### config.mk
export PLATFORM = sky130hd
export DESIGN_NAME = lsu
export DESIGN_NICKNAME = d
export VERILOG_FILES = /design/src/rtl/lsu_pkg.sv /design/src/rtl/lsu.sv
export SDC_FILE = /design/constraint.sdc
export NUM_CORES = 1
export LEC_CHECK = 0
export ABC_AREA = 1
export ABC_CLOCK_PERIOD_IN_PS = 2650
export CAP_MARGIN = 15
export CORE_AREA = 2 2 72 67
export DETAILED_ROUTE_END_ITERATION = 7
export DIE_AREA = 0 0 74 69
export PLACE_DENSITY = 0.79
export SLEW_MARGIN = 15
export SYNTH_ARGS = -nofsm -noshare
export SYNTH_HDL_FRONTEND = slang
export SYNTH_SLANG_ARGS = --single-unit
### constraint.sdc
create_clock -name clk -period 2.65 [get_ports clk]
set_input_delay 0.3975 -clock clk [delete_from_list [all_inputs] [get_ports clk]]
set_output_delay 0.3975 -clock clk [all_outputs]
set_load 0.1 [all_outputs]
### src/rtl/lsu_pkg.sv
// Shared encodings for the load/store unit.
// Request opcodes and FSM state encoding.
package lsu_pkg;

  typedef enum logic [1:0] {
    OP_LOAD  = 2'b00,
    OP_STORE = 2'b01,
    OP_FILL  = 2'b10,
    OP_ILL   = 2'b11
  } op_e;

  typedef enum logic [2:0] {
    S_IDLE    = 3'd0,
    S_LD_ADDR = 3'd1,
    S_LD_CAP  = 3'd2,
    S_ST      = 3'd3,
    S_FILL    = 3'd4,
    S_RESP    = 3'd5
  } state_e;

endpackage

### src/rtl/lsu.sv
// Load/store unit: initiator side of the data-memory port.
// Single-word LOAD/STORE and block FILL over valid/ready.
module lsu
  import lsu_pkg::*;
#(
  parameter int AW = 8,
  parameter int DW = 8
) (
  input  logic          clk,
  input  logic          reset_lsu_n,
  input  logic          req_valid,
  output logic          req_ready,
  input  logic [1:0]    req_op,
  input  logic [AW-1:0] req_addr,
  input  logic [DW-1:0] req_wdata,
  input  logic [AW-1:0] req_len,
  output logic          resp_valid,
  input  logic          resp_ready,
  output logic [DW-1:0] resp_data,
  output logic          resp_err,
  output logic [AW-1:0] dmem_addr,
  output logic [DW-1:0] read_val,
  output logic          REDMEM,
  input  logic [DW-1:0] data
);

  state_e        state_q, state_d;
  logic [AW-1:0] addr_q, addr_d;
  logic [AW-1:0] cnt_q, cnt_d;
  logic [DW-1:0] wdata_q, wdata_d;
  logic [DW-1:0] rdata_q, rdata_d;
  logic          err_q, err_d;

  always_ff @(posedge clk or negedge reset_lsu_n) begin
    if (!reset_lsu_n) begin
      state_q <= S_IDLE;
      addr_q  <= '0;
      cnt_q   <= '0;
      wdata_q <= '0;
      rdata_q <= '0;
      err_q   <= 1'b0;
    end else begin
      state_q <= state_d;
      addr_q  <= addr_d;
      cnt_q   <= cnt_d;
      wdata_q <= wdata_d;
      rdata_q <= rdata_d;
      err_q   <= err_d;
    end
  end

  always_comb begin
    state_d = state_q;
    addr_d  = addr_q;
    cnt_d   = cnt_q;
    wdata_d = wdata_q;
    rdata_d = rdata_q;
    err_d   = err_q;
    unique case (state_q)
      S_IDLE: begin
        if (req_valid) begin
          addr_d  = req_addr;
          wdata_d = req_wdata;
          cnt_d   = req_len;
          err_d   = 1'b0;
          unique case (req_op)
            OP_LOAD: state_d = S_LD_ADDR;
            OP_STORE: begin
              rdata_d = req_wdata;
              state_d = S_ST;
            end
            OP_FILL: begin
              rdata_d = req_wdata;
              state_d = (req_len != '0) ? S_FILL : S_RESP;
            end
            default: begin
              rdata_d = '0;
              err_d   = 1'b1;
              state_d = S_RESP;
            end
          endcase
        end
      end
      S_LD_ADDR: state_d = S_LD_CAP;
      S_LD_CAP: begin
        rdata_d = data;
        state_d = S_RESP;
      end
      S_ST: state_d = S_RESP;
      S_FILL: begin
        // Address wraps naturally at AW bits.
        addr_d = addr_q + AW'(1);
        cnt_d  = cnt_q - AW'(1);
        if (cnt_q == AW'(1)) state_d = S_RESP;
      end
      S_RESP: begin
        if (resp_ready) begin
          err_d   = 1'b0;
          state_d = S_IDLE;
        end
      end
      default: state_d = S_IDLE;
    endcase
  end

  assign req_ready  = (state_q == S_IDLE);
  assign resp_valid = (state_q == S_RESP);
  assign resp_data  = rdata_q;
  assign resp_err   = err_q;
  assign dmem_addr  = addr_q;
  assign read_val   = wdata_q;
  assign REDMEM     = (state_q == S_ST) || (state_q == S_FILL);

endmodule

* Yosys cells after proc, flatten, opt, wreduce, memory -nomap -nowiden
Cells that the tools add are included.
Word-level totals: flip-flop bits (word level) 36, logic and storage cells 52, memories kept 0, ROM bits 0, output and inout port bits 28, latch bits 0, RAM bits 0
Cells by class: muxes and demuxes 17, divide/modulo/power cells 0, reductions and logical operators 15, bitwise gates (word level) 0, shift operators 0, order comparisons 0, $mul 0, add/sub/neg operators 2, equal/unequal tests 12
Operator list (number):
- one-hot mux 8 bit (2 select lines) | 4
- two-way mux 8 bit | 3
- one-hot mux 3 bit (5 select lines) | 1
- two-way mux 3 bit | 3
- one-hot mux 3 bit (3 select lines) | 1
- AND reduction 3 bit | 3
- adder 8 x 1 -> 8 bit, second input constant | 1
- equality test 8 x 1 -> 1 bit, second input constant | 1
- nonzero test 8 bit | 1
- subtractor 8 x 1 -> 8 bit, second input constant | 1
- equality test 3 x 2 -> 1 bit, second input constant | 2
- equality test 3 bit, second input constant | 2
- != test 2 bit, second input constant | 3
- nonzero test 2 bit | 3
- two-way mux 1 bit | 4
- AND reduction 2 bit | 2
- OR reduction 2 bit | 2
- equality test 3 x 1 -> 1 bit, second input constant | 1
- zero test 3 bit | 1
- OR reduction 3 bit | 1
- equality test 2 x 1 -> 1 bit, second input constant | 1
- equality test 2 bit, second input constant | 1
- zero test 2 bit | 1
- != test 2 x 1 -> 1 bit, second input constant | 1
- 2 further kinds | 2

* Depth between registers and ports, before layout
depth in word-level cells 5, depth in mapped cells 9, gate-level depth less buffers 9

* Least setup slack after synthesis
OpenSTA, ideal clock, no wires.
path kind register to output, start register state_q[2], end output REDMEM, data required time 2.253 ns, path buffers 0, data arrival time 2.705 ns, setup slack -0.452 ns, stages on the path, launching flop included 4, cell sequence dfrtp_1 > inv_1 > nand2_1 > o21ai_0
Between the ends: word-level cells in the longest chain between the ends 2
RTL lines:
- start, declared | RTL line lsu.sv:27 | state_e state_q, state_d;
- start signal, assigned | RTL line lsu.sv:43 | state_q <= state_d;
- equality test 3 x 2 -> 1 bit / equality test 3 bit (equally long branches) | RTL line lsu.sv:112 | assign REDMEM = (state_q == S_ST) || (state_q == S_FILL);
- logical OR 1 bit (*) | RTL line lsu.sv:112
- end, declared | RTL line lsu.sv:23 | output logic REDMEM,
Every way passes the cells marked *; elsewhere a longest branch is shown, timed or not.

* Worst setup path after layout
start register state_q[1], end output REDMEM
Same word-level chain as after synthesis.

==> results.md <==
- Layout Cell Area excl Fill: 2879 sq um
- Critical Path End Type: primary output
- Dpl cell area: 2771 sq um
- Clock buffer depth: 2
- Clock-pin slew on the worst setup and hold paths: 70 ps
- Crit path cell chain: inv_1 > nand2_2 > nor2_4 > inv_2 > o21ai_1 > buf_12
- CP startpoint kind: flip-flop
- Htree depth: 2
- GRT Residual Overflow: 0
- Port Buffers: 65
- Sum Neg Setup Slack: 0 ps
- Worst Path Max Fanout: 16
- Library cells used by synthesis: 31
- Hpwl dp: 3996 microns
- Outcome: finished, final reports clean
- Vias in the first global route: 1,954
- CP peak stage delay: 440 ps
- Antenna violations before repair: 0
- Clock insertion delay at the later pin of the skew report: 280 ps
- Layout cells sized above 1: 15.03%
- Critical Path RT: 2250 ps
- # diodes: 0
- Slew headroom: 68.82%
- Antenna-violating nets left: 0
- Worst r2r path cells: 7
- Layout Skew: 4.294 ps
- Crit path depth: 6
- Synth Warn #: 0
- Final setup viols: 0
- Overall fraction of global-route tracks in use: 22.30%
- Max cap viols: 0
- Initial Util: 48.98%
- TritonCTS buffer count: 5
- CTS Sinks: 36
- Chip width: 74 microns
- Pins over their slew limit: 0
- Gate Count Post-Synth: 278
- Final hold vios: 0
- Crit path kind: flip-flop to primary output
- Min Tclk post-route: 1995 ps
- Syn Area/Cell: 7.656 sq um
- First DRT Iteration DRCs: 109
- Unrepaired setup endpoints after global routing: no
- Post-Route WL: 5354 microns
- Die Y: 69 microns
- Via count: 2,008
- Core ar.: 4345 sq um
- Buf/Inv on CP: 3
- Fin crit share: 75.29%
- Average wire per standard cell: 13.12 microns
- Vias/cell: 4.922
- DR DRC count: 0
- Final core utilization: 66.25%
- Root Buffer: clkbuf_8
- # rows: 23
- Drt pass-1 iters: 4
- # fillers: 395
- First-pass GRT wire length: 8983 microns
- Slew @ Worst Pin: 467.8 ps
- CTS tree: yes
- Full die area: 5106 sq um
- WHS Path Cells: 2
- Fmax achieved: 501.2 MHz
- Hold/Removal Path Class: flip-flop to flip-flop
- Setup bufs post-CTS: 0
- Synthesized area: 2128 sq um
- RePlAce Congestion: 0.8538
- Final nets: 391
- Largest net degree at the start of global routing: 37
- CTS Hold Bufs: 0
- Crit-path slowest cell: dfrtp_1
- Register area share after synthesis: 42.33%
- FF+latch count, synth: 36
- Area growth, synth to finish: 35.27%
- IO Pins: 66
- Arr. time, crit path: 1600 ps
- Syn_nets: 324
- Post-cts resize count: 0
- Crit-path leading delay family: buffers and inverters
kinds of logic (layout without fill, tap and decap cells):
kind of cell             Yosys count  count (layout)  share of synthesized area [%]
XOR/XNOR                           6               6                          2.469
AO/OA/AOI/OAI                     53              53                          14.52
adder cells (fa/ha/maj)            8               8                          4.703
buffers and inverters             38             106                          7.642
AND/OR/NAND/NOR                  137             137                          28.34
flip-flops                        36              36                          42.33
placed cells by master, fill, tap and decap left out, types with 2 or more instances in the layout:
cell | netlist | layout
nor2_4 | 2 | 2
o21ai_2 | 2 | 2
o22ai_1 | 4 | 4
nor2_1 | 33 | 33
inv_2 | 2 | 2
nand2_2 | 3 | 3
buf_4 | 2 | 30
nor2_8 | 2 | 2
o21ai_0 | 16 | 15
ha_1 | 8 | 8
o211ai_1 | 3 | 3
o21ai_1 | 5 | 6
nand2_1 | 81 | 81
dfrtp_1 | 36 | 36
clkbuf_8 | 0 | 5
clkdlybuf4s50_1 | 0 | 37
inv_1 | 28 | 28
a21oi_1 | 17 | 17
xor2_1 | 5 | 5
o21bai_1 | 2 | 2
nand4_1 | 2 | 2
nand3_1 | 11 | 11
tightest hold or removal path, cell delays in order, from the launching register on:
cell	delay, ps
dfrtp_1	350
nand2_1	50
nand2_1	40
Yosys cell counts (all sizes together):
library cell   n  area share [%]
nand3         12             3.1
ha             8             4.7
o21bai         2            0.71
o211ai         3             1.1
o21a           1            0.35
dfrtp         36              42
o22ai          4             1.2
xnor2          1            0.41
nand2         85              16
nand4          2            0.59
nor3           1            0.23
a21o           1            0.35
nor2          37             8.8
a21oi         17             4.0
o21ai         24             6.5
xor2           5             2.1
buf            8             2.4
inv           30             5.3
a211oi         1            0.35
stage by stage:
step	instances	hold WS, ps	setup WS [ps]
final	408	477.9	654.8
after detailed placement	400	464.3	610.9
after CTS	408	481.7	643.0
after global routing	408	510.3	557.4
after floorplan	278	101.9	158.6
after global placement	400	456.8	680.8
metal layers:
metal  track usage [%]  vias to the layer above  wire length (microns)
met2             35.22                       54                   2582
met1             30.73                      927                   2413
li1                  -                     1019                      -
met3             3.363                        8                    263
met4             7.879                        0                     95
met5                 0                        -                      0
cell type report:
cell class | count | area, sq um | area share, %
multi-input cells | 204 | 1065 | 36.98
flip-flops and latches | 36 | 900.9 | 31.29
repair buffers | 68 | 615.6 | 21.38
inverters | 30 | 112.6 | 3.911
well taps | 62 | 77.57 | 2.694
clock buffers | 6 | 72.57 | 2.521
clock inverters | 2 | 35.03 | 1.217
sequential cells by signal, indices dropped and copies added (netlist names):
name,cells
cnt_q,8
dmem_addr,8
read_val,8
resp_data,8
resp_err,1
state_q,3
path summary, 6_finish.rpt:
path / from / to / slack (ps)
setup / recovery: state_q[1]$_DFFE_PN0P_ / REDMEM / 650
hold / removal: read_val[3]$_DFFE_PN0P_ / read_val[3]$_DFFE_PN0P_ / 480
setup reg to reg: state_q[0]$_DFFE_PN0P_ / resp_data[5]$_DFFE_PN0P_ / 920
hold reg to reg: read_val[3]$_DFFE_PN0P_ / read_val[3]$_DFFE_PN0P_ / 480
max in group asynchronous: reset_lsu_n / cnt_q[0]$_DFFE_PN0P_ / 1790
min in group asynchronous: reset_lsu_n / dmem_addr[2]$_DFFE_PN0P_ / 540
Power is left out: the tool's default activity adds up to more than one toggle a clock period on the data nets, which glitch-free logic cannot reach.
